File: src/rtl/slot_occupancy_filter.sv
// ============================================================================
//  Module   : slot_occupancy_filter
//  Purpose  : Per-slot debounce of a time-multiplexed sensor stream.
//             Publishes committed occupancy, free count, full/empty and change events.
//  Revision : 1.0
// ============================================================================
`default_nettype none

module slot_occupancy_filter #(
    parameter int NUM_SLOTS    = 4,
    parameter int SLOT_W       = 2,
    parameter int STABLE_COUNT = 4,
    parameter int CNT_W        = 3
) (
    input  logic                 clk,
    input  logic                 reset_n,
    input  logic                 sample_valid,
    input  logic [SLOT_W-1:0]    sample_slot,
    input  logic                 sample_detected,
    output logic [NUM_SLOTS-1:0] occupied,
    output logic [SLOT_W:0]      free_count,
    output logic                 full,
    output logic                 empty,
    output logic                 change_valid,
    output logic [SLOT_W-1:0]    change_slot,
    output logic                 change_occupied,
    output logic                 sample_err
);

    localparam logic [1:0]       c_FREE      = 2'd0;
    localparam logic [1:0]       c_PEND_OCC  = 2'd1;
    localparam logic [1:0]       c_OCC       = 2'd2;
    localparam logic [1:0]       c_PEND_FREE = 2'd3;
    localparam logic [CNT_W-1:0] c_ONE       = CNT_W'(1);
    localparam logic [CNT_W-1:0] c_STABLE    = CNT_W'(STABLE_COUNT);
    localparam logic [SLOT_W:0]  c_NUM       = (SLOT_W+1)'(NUM_SLOTS);

    logic [NUM_SLOTS-1:0][1:0]       state_q, state_d;
    logic [NUM_SLOTS-1:0][CNT_W-1:0] cnt_q, cnt_d;
    logic [NUM_SLOTS-1:0]            occupied_q, occupied_d;
    logic [SLOT_W:0]                 free_count_q, free_count_d;
    logic                            full_q, full_d;
    logic                            empty_q, empty_d;
    logic                            change_valid_q, change_valid_d;
    logic [SLOT_W-1:0]               change_slot_q, change_slot_d;
    logic                            change_occupied_q, change_occupied_d;
    logic                            sample_err_q, sample_err_d;
    logic                            slot_in_range;
    logic [SLOT_W:0]                 pop;

    always_comb begin
        state_d           = state_q;
        cnt_d             = cnt_q;
        occupied_d        = occupied_q;
        change_valid_d    = 1'b0;
        change_slot_d     = change_slot_q;
        change_occupied_d = change_occupied_q;
        slot_in_range     = ({1'b0, sample_slot} < c_NUM);
        sample_err_d      = sample_valid && !slot_in_range;
        pop               = '0;

        for (int i = 0; i < NUM_SLOTS; i++) begin
            if (sample_valid && slot_in_range && (sample_slot == SLOT_W'(i))) begin
                // A sample that agrees with the committed state always clears the count.
                case (state_q[i])
                    c_FREE, c_PEND_OCC: begin
                        if (!sample_detected) begin
                            state_d[i] = c_FREE;
                            cnt_d[i]   = '0;
                        end else if (((state_q[i] == c_FREE) ? c_ONE : cnt_q[i] + c_ONE) == c_STABLE) begin
                            state_d[i]        = c_OCC;
                            cnt_d[i]          = '0;
                            occupied_d[i]     = 1'b1;
                            change_valid_d    = 1'b1;
                            change_slot_d     = SLOT_W'(i);
                            change_occupied_d = 1'b1;
                        end else begin
                            state_d[i] = c_PEND_OCC;
                            cnt_d[i]   = (state_q[i] == c_FREE) ? c_ONE : cnt_q[i] + c_ONE;
                        end
                    end
                    default: begin
                        if (sample_detected) begin
                            state_d[i] = c_OCC;
                            cnt_d[i]   = '0;
                        end else if (((state_q[i] == c_OCC) ? c_ONE : cnt_q[i] + c_ONE) == c_STABLE) begin
                            state_d[i]        = c_FREE;
                            cnt_d[i]          = '0;
                            occupied_d[i]     = 1'b0;
                            change_valid_d    = 1'b1;
                            change_slot_d     = SLOT_W'(i);
                            change_occupied_d = 1'b0;
                        end else begin
                            state_d[i] = c_PEND_FREE;
                            cnt_d[i]   = (state_q[i] == c_OCC) ? c_ONE : cnt_q[i] + c_ONE;
                        end
                    end
                endcase
            end
        end

        // Count is derived from the next occupancy so all summary outputs move together.
        for (int i = 0; i < NUM_SLOTS; i++) begin
            pop = pop + {{SLOT_W{1'b0}}, occupied_d[i]};
        end
        free_count_d = c_NUM - pop;
        full_d       = (free_count_d == '0);
        empty_d      = (free_count_d == c_NUM);
    end

    always_ff @(posedge clk or negedge reset_n) begin
        if (!reset_n) begin
            state_q           <= {NUM_SLOTS{c_FREE}};
            cnt_q             <= '0;
            occupied_q        <= '0;
            free_count_q      <= c_NUM;
            full_q            <= 1'b0;
            empty_q           <= 1'b1;
            change_valid_q    <= 1'b0;
            change_slot_q     <= '0;
            change_occupied_q <= 1'b0;
            sample_err_q      <= 1'b0;
        end else begin
            state_q           <= state_d;
            cnt_q             <= cnt_d;
            occupied_q        <= occupied_d;
            free_count_q      <= free_count_d;
            full_q            <= full_d;
            empty_q           <= empty_d;
            change_valid_q    <= change_valid_d;
            change_slot_q     <= change_slot_d;
            change_occupied_q <= change_occupied_d;
            sample_err_q      <= sample_err_d;
        end
    end

    assign occupied        = occupied_q;
    assign free_count      = free_count_q;
    assign full            = full_q;
    assign empty           = empty_q;
    assign change_valid    = change_valid_q;
    assign change_slot     = change_slot_q;
    assign change_occupied = change_occupied_q;
    assign sample_err      = sample_err_q;

endmodule

`default_nettype wire

File: config.mk
export PLATFORM = sky130hd
export DESIGN_NAME = slot_occupancy_filter
export DESIGN_NICKNAME = d
export VERILOG_FILES = /design/src/rtl/slot_occupancy_filter.sv
export SDC_FILE = /design/constraint.sdc
export NUM_CORES = 1
export LEC_CHECK = 0
export BUFFER_PORTS_ARGS = -buffer_cell sky130_fd_sc_hd__buf_2
export CAP_MARGIN = 20
export CELL_PAD_IN_SITES_DETAIL_PLACEMENT = 0
export CELL_PAD_IN_SITES_GLOBAL_PLACEMENT = 1
export CORE_UTILIZATION = 48
export CTS_CLUSTER_DIAMETER = 80
export CTS_CLUSTER_SIZE = 8
export DETAILED_ROUTE_END_ITERATION = 12
export GPL_TIMING_DRIVEN = 0
export PLACE_DENSITY_LB_ADDON = 0.1
export SKIP_LAST_GASP = 1
export SLEW_MARGIN = 25
export SYNTH_ARGS = -nofsm -noshare
export SYNTH_HDL_FRONTEND = slang
export SYNTH_SLANG_ARGS = --single-unit
export TNS_END_PERCENT = 10
File: constraint.sdc
create_clock -name clk -period 6 [get_ports clk]
set_input_delay 0 -clock clk [delete_from_list [all_inputs] [get_ports clk]]
set_output_delay 0 -clock clk [all_outputs]
set_load 0.05 [all_outputs]
---- Yosys cells after proc, flatten, opt, wreduce, memory -nomap -nowiden ----
Cells that the tools add are included.
storage, ports and cells
  bits in registers ....................... 33
  input port bits ......................... 6
  output and inout bits ................... 14
  logic and storage cells ................. 201
operators by class
  add/subtract/negate cells ............... 8
  equality and inequality tests ........... 20
  mux-type cells .......................... 144
  reduce and logical (&&, ||, !) cells .... 14
operators by type and width
  operator               count
  $mux W2                44
  $mux W3                28
  $mux W1                72
  $eq A3 B3 Y1 const B   9
  $add A3 B1 Y3 const B  4
  $eq A2 B2 Y1 const B   6
  $eq A2 B1 Y1 const B   5
  $logic_not A2 Y1       5
  $reduce_or A2 Y1       4
  $logic_and A1 B1 Y1    4
  $add A2 B1 Y3          1
  $add A3 B1 Y3          1
  $logic_not A3 Y1       1
  $sub A3 B3 Y3 const A  1
  $add A1 B1 Y2          1

---- Depth between registers and ports, before layout ----
Gate-level depths: netlist (run 1).
  depth after elaboration ................. 19
  gate-level depth with buffers ........... 10
  gate-level depth less buffers ........... 10

---- Worst setup path before layout (run 1) ----
No wires, ideal clock.
  path type ............................... register to register
  start point ............................. register cnt_q[9] in the netlist's numbering
  end point ............................... register empty_q (netlist: empty)
  library setup time ...................... 0.084 ns
  data arrival time ....................... 2.733 ns
  data required time ...................... 5.916 ns
  setup slack ............................. 3.183 ns
  cell stages (with the launch flop) ...... 10
  path buffers ............................ 0
  period minus slack after synthesis ...... 2.817 ns
  cell sequence ........................... dfrtp_1 -> ha_1 -> nand3b_1 -> or4_1 -> a22o_1 -> fa_1 -> inv_1 -> ha_1 -> ha_1 -> nor3b_1
on the way
  word-level cells in the longest chain between the ends .. 10
  elaborated cells on any way between the ends .. 14
  those cells by class .................... add/sub: 3; eq/ne: 3; mux: 8
RTL lines
  item                             line    RTL
  start, declared                  39      logic [NUM_SLOTS-1:0][CNT_W-1:0] cnt_q, cnt_d;
  start signal, assigned           125     cnt_q <= cnt_d;
  $add A3 B1 Y3 *                  70, 86
  $mux W3 (on tied branches)       86, 70
  $eq A3 B3 Y1 (on tied branches)  86, 70
  $mux W1 (on tied branches)       86, 70
  $mux W1 (on tied branches)       83, 67
  $mux W1 *                        65      case (state_q[i])
  $mux W1 *                        63      if (sample_valid && slot_in_range && (sample_slot == SLOT_W'(i))) begin
  named net occupied_d[3]          40      logic [NUM_SLOTS-1:0] occupied_q, occupied_d;
  $add A3 B1 Y3 *                  104     pop = pop + {{SLOT_W{1'b0}}, occupied_d[i]};
  $sub A3 B3 Y3 *                  106     free_count_d = c_NUM - pop;
  named net free_count_d[1]        41      logic [SLOT_W:0] free_count_q, free_count_d;
  $eq A3 B3 Y1 *                   108     empty_d = (free_count_d == c_NUM);
  named net empty_d                43      logic empty_q, empty_d;
  end signal, assigned             129     empty_q <= empty_d;
  end, declared                    43
Mark *: on every way through the listed nets, which the timed path passes. The rest lies on a longest branch.
A chain may end at the register's enable or synchronous reset.

---- Final worst setup path (run 1) ----
Same ends and word-level chain as after synthesis.

==> results.json, run 1 <==
{
  "cap_violations": 0,
  "synth_edf_count": 0,
  "worstPathArrival_ns": 3.22,
  "finalCritPeriodShare": 0.504,
  "synth_seq_area_share": 0.467,
  "yosys.cell_count.top_type": "dfrtp_1",
  "core_area_um2": 3440,
  "antenna_cells": 0,
  "die_x_um": 62.8,
  "die_y_um": 62.8,
  "whs_ns": 0.108,
  "overflow": 0,
  "synth_ff_type": "dfrtp_1",
  "antenna_found_initial": 0,
  "slew_viol_final": 0,
  "drtPass1Iterations": 4,
  "clk_pin_slew_ns": 0.06,
  "synth_top_area_frac": 0.438,
  "fin_crit_ns": 3.02,
  "p_leak_nw": 0.913,
  "async_flop_share": 1.00,
  "critPathLaunch": "cnt_q[9]$_DFFE_PN0P_",
  "track_usage": 0.193,
  "dp_hpwl_mm": 2.52,
  "vias_per_cell": 5.61,
  "clk_latency_ns": 0.28,
  "worst_slew_pin_slew_ns": 0.727,
  "cts.sinks": 33,
  "grt_pass1_vias": 1360,
  "netlist_top_cells_count": "dfrtp_1 (31), nand2_1 (22), inv_1 (8), o21ai_0 (8)",
  "hold_viol": 0,
  "start_kind": "register",
  "ys_warn_count": 0,
  "drc": 0,
  "root_buffer": "clkbuf_8",
  "synth_area_um2": 1770,
  "relSlewSlack": 0.515,
  "cts_buffer_depth": 2,
  "cts_resized": 0,
  "path_class": "reg -> reg",
  "port_buffers": 18,
  "via_count": 1386,
  "yosysTopAreaCell": "dfrtp_1",
  "fin_skew_ns": 0.00782,
  "globalplace.congestion": 0.721,
  "cts_buffers": 5,
  "setup_viol": 0,
  "status": "finished, final reports clean",
  "ant_nets": 0,
  "vdd_ir_drop_max_mv": 0.188,
  "area_growth_pct": 13.8,
  "first_iter_violations": 46,
  "rows": 21,
  "fmax_mhz": 331,
  "start_util": 0.515,
  "hold_depth": 4,
  "wl_per_cell_um": 13.7,
  "fin_util": 0.586,
  "synth.avg_cell_area_um2": 10.1,
  "rrSetupSlack_ns": 2.98,
  "synth_cell_types": 51,
  "worstReg2RegEnd": "empty$_DFF_PN1_",
  "worstRegToRegCells": 9,
  "num-nets-final": 214,
  "synth_cells": 175,
  "synth_seq_cells": 33,
  "routed_wl_mm": 3.40,
  "drive_gt1_frac": 0.169,
  "powerDensity_nw_per_um2": 272,
  "htree_levels": 2,
  "critPathCapture": "empty$_DFF_PN1_",
  "die-area_um2": 3940,
  "grt_pass1_wl_mm": 5.95,
  "worstReg2RegStart": "cnt_q[9]$_DFFE_PN0P_",
  "crit_fanout": 5,
  "hp-class": "in -> reg",
  "grt_start_max_net_pins": 34,
  "synth_area_leaders": "dfrtp_1 (44%), nand2_1 (4.7%), ha_1 (4.2%)",
  "endpoint_kind": "register",
  "rsz0062_at_grt": "no",
  "required_ns": 6.19,
  "synth_nets": 188,
  "setup-tns-final_ns": 0,
  "cts_tree": "yes",
  "pin_count": 20
}
kinds of logic (layout without fill, tap and decap cells):
family / Yosys count / in the layout / synth area share
AO/OA/AOI/OAI: 44 / 44 / 0.179
buffers and inverters: 13 / 39 / 0.0353
XOR/XNOR: 8 / 8 / 0.0395
flip-flops: 33 / 33 / 0.467
AND/OR/NAND/NOR: 69 / 69 / 0.223
adder cells (fa/ha/maj): 7 / 7 / 0.0536
other: 1 / 1 / 0.00212
flip-flops by register name, summed over array words and instances (netlist names):
register and count:
change_valid 1, change_occupied 1, occupied 4, cnt_q 12, state_q 8, free_count 3
empty 1, change_slot 2, full 1
critical path: stages (launching register included):
cell and delay [ns]:
dfrtp_1 0.42, ha_1 0.34, nand3b_1 0.23, or4_1 0.49, a22o_1 0.24, fa_1 0.49
inv_1 0.04, ha_1 0.19, ha_1 0.30, nor3b_1 0.21
final cells by class:
| cell class | count | area [um^2] |
|---|---|---|
| Multi-Input combinational cell | 129 | 882 |
| Timing Repair Buffer | 19 | 100 |
| Tap cell | 46 | 57.6 |
| Clock buffer | 7 | 86.3 |
| Fill cell | 322 | 1430 |
| Sequential cell | 33 | 828 |
| Inverter | 8 | 30.0 |
| Buffer | 5 | 32.5 |
routing by layer:
metal / GRT usage / up-vias / wire, um
met4: 0.0523 / 0 / 31
met1: 0.255 / 666 / 1710
met5: 0 / - / 0
li1: - / 693 / -
met3: 0.0529 / 5 / 106
met2: 0.313 / 22 / 1550
per-stage QoR:
stage	cells	total power, mW	cell area (um^2)	setup WS, ns
2_1_floorplan	175	0.355	1770	3.18
3_3_place_gp	239	0.383	1920	3.00
3_5_place_dp	239	0.387	1920	2.99
4_1_cts	247	0.558	2020	2.96
5_1_grt	247	0.583	2020	2.80
6_report	247	0.549	2020	2.98
power breakdown:
group          internal (mW)  switching (mW)  leakage, nW
Sequential             0.245          0.0179        0.395
Clock                 0.0910          0.0761       0.0443
Combinational         0.0411          0.0785        0.473
Total                  0.377           0.172        0.913
worst min path at each step:
stage,slack [ns],start,endpoint
2_1_floorplan,-0.30,reset_n,change_occupied$_DFF_PN0_
3_3_place_gp,0.1,reset_n,cnt_q[6]$_DFFE_PN0P_
3_5_place_dp,0.11,reset_n,cnt_q[6]$_DFFE_PN0P_
4_1_cts,0.1,sample_slot[1],cnt_q[0]$_DFFE_PN0P_
5_1_grt,0.14,sample_slot[0],cnt_q[0]$_DFFE_PN0P_
6_report,0.11,sample_slot[1],cnt_q[0]$_DFFE_PN0P_
cell usage in the layout (no fill, tap or decap), types with 2 or more instances in the layout:
cell type	netlist	layout
nor2b_1	4	4
inv_1	8	8
o21ai_1	3	3
a211oi_1	3	3
nor3b_1	4	4
a22o_1	5	5
ha_1	6	6
xor2_1	2	2
o31ai_1	3	3
or4_1	2	2
a21o_1	6	6
dfstp_2	2	2
nand3b_1	5	5
xnor2_1	6	6
nand3_1	2	2
clkbuf_1	1	2
dfrtp_1	31	31
and3b_1	2	2
clkbuf_8	0	6
a22oi_1	2	2
nand2_1	22	22
nor2_1	6	6
and3_1	2	2
nand2b_1	3	3
nor4_1	3	3
a21oi_1	3	3
nor3_1	5	5
nand4bb_1	2	2
buf_2	2	20
o21ai_0	8	8
timing repair:
action	CTS	global route
hold buffers	1	0
buffers inserted	0	0
endpoints found under the hold margin	31	0
(Power assumes the default switching activity.)
==> run 2: changes to the inputs <==
CORE_UTILIZATION = 45   (was 48)
clock period = 2.86 ns   (was 6 ns; I/O delays follow)
==> run 2 against run 1 <==
Compared with the run above: die area grew 6.5%; sequential cell count is the same; worst hold slack lost 0.0040 ns; wire length grew 7.2%; non-clock buffer count grew 8; clock-buffer cell count is the same; total power grew 130%; register-to-register slack lost 2.9 ns; worst setup slack lost 2.9 ns; via count shrank 0.14%; largest power group unchanged; highest routed layer unchanged.
==> results.json, run 2 (synthesis gave the netlist of run 1 again) <==
{
  "cts.sinks": 33,
  "port_buffers": 18,
  "cap_violations": 0,
  "clk_latency_ns": 0.28,
  "routed_wl_mm": 3.64,
  "globalplace.congestion": 0.741,
  "cts_tree": "yes",
  "dpl.cell_count": 241,
  "relSlewSlack": 0.523,
  "drtPass1Iterations": 4,
  "path_cells": "ha_4, nand3b_1, o41ai_2, nand2_1, fa_1, inv_1, ha_1, ha_4, nor3b_2",
  "area_growth_pct": 24.5,
  "grt_pass1_wl_mm": 6.29,
  "via_count": 1384,
  "dp_hpwl_mm": 2.58,
  "setup_viol": 0,
  "endpoint_kind": "register",
  "htree_levels": 2,
  "track_usage": 0.196,
  "start_kind": "register",
  "antenna_cells": 0,
  "grt_pass1_vias": 1370,
  "vias_per_cell": 5.36,
  "crit_fanout": 5,
  "crit_slowest_cell": "fa_1",
  "wl_per_cell_um": 14.1,
  "drive_gt1_frac": 0.271,
  "hold_viol": 0,
  "antenna_found_initial": 0,
  "cts_buffers": 5,
  "fmax_mhz": 363,
  "fin_skew_ns": 0.00718,
  "vdd_ir_drop_max_mv": 0.587,
  "num-nets-final": 222,
  "rsz0062_at_grt": "yes",
  "start_util": 0.477,
  "clk_pin_slew_ns": 0.06,
  "fin_cells": 258,
  "grt_start_max_net_pins": 34,
  "core_area_um2": 3720,
  "rows": 22,
  "hp-class": "in -> reg",
  "slew_viol_final": 0,
  "top_register": "cnt_q",
  "ant_nets": 0,
  "worstPathArrival_ns": 2.96,
  "final_cell_mix": "dfrtp_1 (31), nand2_1 (22), buf_2 (20)",
  "worst_slew_pin_slew_ns": 0.716,
  "overflow": 0,
  "first_iter_violations": 71,
  "whs_ns": 0.104,
  "die_x_um": 64.8,
  "die-area_um2": 4200,
  "root_buffer": "clkbuf_8",
  "path_common_cell": "ha_4",
  "drc": 0,
  "pin_count": 20,
  "status": "finished, final reports clean",
  "cts_buffer_depth": 2,
  "finalCritPeriodShare": 0.964,
  "max_stage_delay_ns": 0.55,
  "total_power_mw": 1.24,
  "final_common_cell": "dfrtp_1",
  "required_ns": 3.07,
  "largest_reg_flops": 12,
  "fillers": 340,
  "powerDensity_nw_per_um2": 563,
  "setup-tns-final_ns": 0,
  "path_class": "reg -> reg",
  "die_y_um": 64.8,
  "p_leak_nw": 0.992,
  "fin_crit_ns": 2.76
}
[run 2: cell types whose count changed in the layout (fill, tap and decap cells not counted), moves of 2 or more]
cell     before  now
buf_4         1    9
ha_1          6    2
ha_4          0    4
nor3_4        0    2
o21ai_1       3    1
o21ai_2       0    2
xnor2_1       6    4
xnor2_2       0    2
[run 2: area by class of cell]
cell class	instances	area (um^2)	area share
Multi-Input combinational cell	129	995	0.451
Clock buffer	7	96.3	0.0437
Tap cell	48	60.1	0.0272
Buffer	5	32.5	0.0147
Sequential cell	33	828	0.375
Inverter	8	30.0	0.0136
Timing Repair Buffer	27	160	0.0726
Clock inverter	1	5.00	0.00227
[run 2: path summary, 6_finish.rpt]
kind | from | to | slack, ns | cells past startpoint
max | cnt_q[3]$_DFFE_PN0P_ | empty$_DFF_PN1_ | 0.10 | 9
max reg2reg | cnt_q[3]$_DFFE_PN0P_ | empty$_DFF_PN1_ | 0.10 | 9
min reg2reg | change_slot[1]$_DFF_PN0_ | change_slot[1]$_DFF_PN0_ | 0.51 | 1
min | sample_slot[1] | cnt_q[0]$_DFFE_PN0P_ | 0.10 | 4
min in group asynchronous | reset_n | cnt_q[6]$_DFFE_PN0P_ | 0.31 | 2
max in group asynchronous | reset_n | occupied[0]$_DFF_PN0_ | 2.09 | 2
[run 2: worst max-delay path: cells and delay by family (launching register included)]
kind / cells / cell delay, ns
adders and majority gates: 4 / 1.25
DFF: 1 / 0.41
buffers and inverters: 1 / 0.05
and+or+nand+nor: 3 / 0.60
AOI/OAI and AO/OA: 1 / 0.38
[run 2: stage by stage]
stage | setup WS (ns) | area [um^2] | utilization
after CTS | 0.0608 | 2100 | 0.566
after global placement | -0.146 | 1920 | 0.518
final | 0.102 | 2210 | 0.594
after global routing | -0.0356 | 2210 | 0.594
after floorplan | 0.0434 | 1770 | -
after detailed placement | -0.171 | 1920 | 0.518
[run 2: power breakdown]
part           total [mW]  internal (mW)  leakage [nW]  switching, mW
clock network       0.386          0.217        0.0542          0.169
logic               0.302          0.118         0.542          0.184
registers           0.554          0.514         0.395         0.0402
total                1.24          0.849         0.992          0.393
[run 2: timing repair]
| action | CTS | global route |
|---|---|---|
| hold endpoints to repair | 31 | 0 |
| setup endpoints to repair | 2 | 3 |
| buffers inserted | 4 | 4 |
| hold buffers | 1 | 0 |
| gates resized for setup | 6 | 9 |
| pin swaps | 0 | 2 |
[run 2: metal layers]
metal	vias up	part of all wire	wire length, um	GRT usage
met5	-	0	0	0
li1	708	-	-	-
met3	4	0.038	140	0.0634
met4	0	0.0099	36	0.0417
met2	22	0.45	1630	0.307
met1	650	0.50	1840	0.264
==> run 3: changes to the inputs <==
==> constraint.sdc (replaced) <==
create_clock -name clk -period 2.86 [get_ports clk]
set_input_delay 0.429 -clock clk [delete_from_list [all_inputs] [get_ports clk]]
set_output_delay 0.429 -clock clk [all_outputs]
set_load 0.05 [all_outputs]
==> run 3 against run 2 <==
Compared with the run above: worst setup slack did not move; combinational power barely moved; largest cell class unchanged; via count barely moved; core utilization fell by 0.27 points; critical path depth did not move.
==> results.json, run 3 (synthesis gave the netlist of run 1 again) <==
{
  "worstPathArrival_ns": 2.96,
  "worstReg2RegStart": "cnt_q[3]$_DFFE_PN0P_",
  "cts_tree": "yes",
  "first_iter_violations": 71,
  "fin_area_um2": 2200,
  "crit_slowest_cell": "fa_1",
  "cts_buffer_depth": 2,
  "drtPass1Iterations": 4,
  "fillers": 341,
  "die-area_um2": 4200,
  "endpoint_kind": "register",
  "hp-class": "in -> async",
  "antenna_cells": 0,
  "globalplace.congestion": 0.741,
  "max_stage_delay_ns": 0.55,
  "required_ns": 3.07,
  "place_area_um2": 1920,
  "p_leak_nw": 0.987,
  "setup_viol": 0,
  "slew_viol_final": 0,
  "crit_fanout": 5,
  "fin_crit_ns": 2.76,
  "status": "finished, final reports clean",
  "dp_hpwl_mm": 2.58,
  "path_class": "reg -> reg",
  "die_x_um": 64.8,
  "antenna_found_initial": 0,
  "final_common_cell": "dfrtp_1",
  "final_cell_mix": "dfrtp_1 (31), nand2_1 (22), buf_2 (20)",
  "rrSetupSlack_ns": 0.10,
  "htree_levels": 2,
  "ant_nets": 0,
  "fmax_mhz": 363,
  "port_buffers": 18,
  "core_area_um2": 3720,
  "num-nets-final": 221,
  "rsz0062_at_grt": "yes",
  "wl_per_cell_um": 14.1,
  "relSlewSlack": 0.524,
  "grt_pass1_wl_mm": 6.29,
  "rows": 22,
  "grt_start_max_net_pins": 34,
  "hold_viol": 0,
  "via_count": 1383,
  "top_register": "cnt_q",
  "root_buffer": "clkbuf_8",
  "worstReg2RegEnd": "empty$_DFF_PN1_",
  "drc": 0,
  "track_usage": 0.196,
  "routed_wl_mm": 3.63,
  "clk_latency_ns": 0.28,
  "drive_gt1_frac": 0.273,
  "powerDensity_nw_per_um2": 565,
  "cts_buffers": 5,
  "die_y_um": 64.8,
  "start_kind": "register",
  "path_cells": "ha_4, nand3b_1, o41ai_2, nand2_1, fa_1, inv_1, ha_1, ha_4, nor3b_2",
  "cap_violations": 0,
  "vias_per_cell": 5.38,
  "vdd_ir_drop_max_mv": 0.587,
  "area_growth_pct": 23.9,
  "pin_count": 20,
  "worstRegToRegCells": 9,
  "finalCritPeriodShare": 0.964,
  "path_common_cell": "ha_4",
  "clk_pin_slew_ns": 0.07,
  "fin_skew_ns": 0.00718,
  "whs_ns": 0.194,
  "start_util": 0.477,
  "overflow": 0,
  "worst_slew_pin_slew_ns": 0.715,
  "grt_pass1_vias": 1370,
  "largest_reg_flops": 12,
  "cts.sinks": 33
}
run 3: worst max path at each step:
stage | to | cells past startpoint | start
2_1_floorplan | empty$_DFF_PN1_ | 9 | cnt_q[9]$_DFFE_PN0P_
3_3_place_gp | empty$_DFF_PN1_ | 9 | cnt_q[9]$_DFFE_PN0P_
3_5_place_dp | empty$_DFF_PN1_ | 9 | cnt_q[9]$_DFFE_PN0P_
4_1_cts | empty$_DFF_PN1_ | 9 | cnt_q[9]$_DFFE_PN0P_
5_1_grt | empty$_DFF_PN1_ | 9 | cnt_q[3]$_DFFE_PN0P_
6_report | empty$_DFF_PN1_ | 9 | cnt_q[3]$_DFFE_PN0P_
run 3: timing repair:
action,4_1_cts,5_1_grt
resized for setup,6,9
setup endpoints to repair,2,3
pin swaps,0,2
setup buffers,4,4
hold buffers,0,0
endpoints found under the hold margin,0,0
run 3: report_power, final:
part | switching, mW | total, mW | internal (mW)
logic | 0.184 | 0.301 | 0.117
clock network | 0.168 | 0.386 | 0.217
registers | 0.0402 | 0.554 | 0.514
total | 0.393 | 1.24 | 0.848
run 3: cell type report:
| type | count | area [um^2] | area share |
|---|---|---|---|
| inverters | 8 | 30.0 | 0.0137 |
| multi-input cells | 129 | 995 | 0.453 |
| clock buffers | 7 | 96.3 | 0.0438 |
| flip-flops and latches | 33 | 828 | 0.377 |
| clock inverters | 1 | 5.00 | 0.00228 |
| plain buffers | 5 | 32.5 | 0.0148 |
| well taps | 48 | 60.1 | 0.0273 |
| repair buffers | 26 | 150 | 0.0683 |
run 3: worst max-delay path, delay by kind of cell, from the launching register on:
| kind | cells | cell delay (ns) |
|---|---|---|
| fa+ha+maj | 4 | 1.25 |
| simple gates | 3 | 0.60 |
| flops | 1 | 0.41 |
| compound gates | 1 | 0.38 |
| buf+inv | 1 | 0.05 |
run 3: per-stage QoR:
step                cells  total power, mW  utilization  TNS (ns)  worst slack [ns]
detailed placement    241            0.814        0.518    -0.304            -0.171
finish                257             1.24        0.591         0             0.102
CTS                   253             1.23        0.563         0            0.0608
global placement      241            0.804        0.518    -0.268            -0.146
floorplan             175            0.745            -         0            0.0434
global route          257             1.31        0.591   -0.0683           -0.0356
run 3: per-layer routing:
layer	vias to the layer above	GRT usage	routed length, um
met5	-	0	0
met4	0	0.0417	36
met3	4	0.0634	145
met2	22	0.307	1630
met1	651	0.264	1820
li1	706	-	-
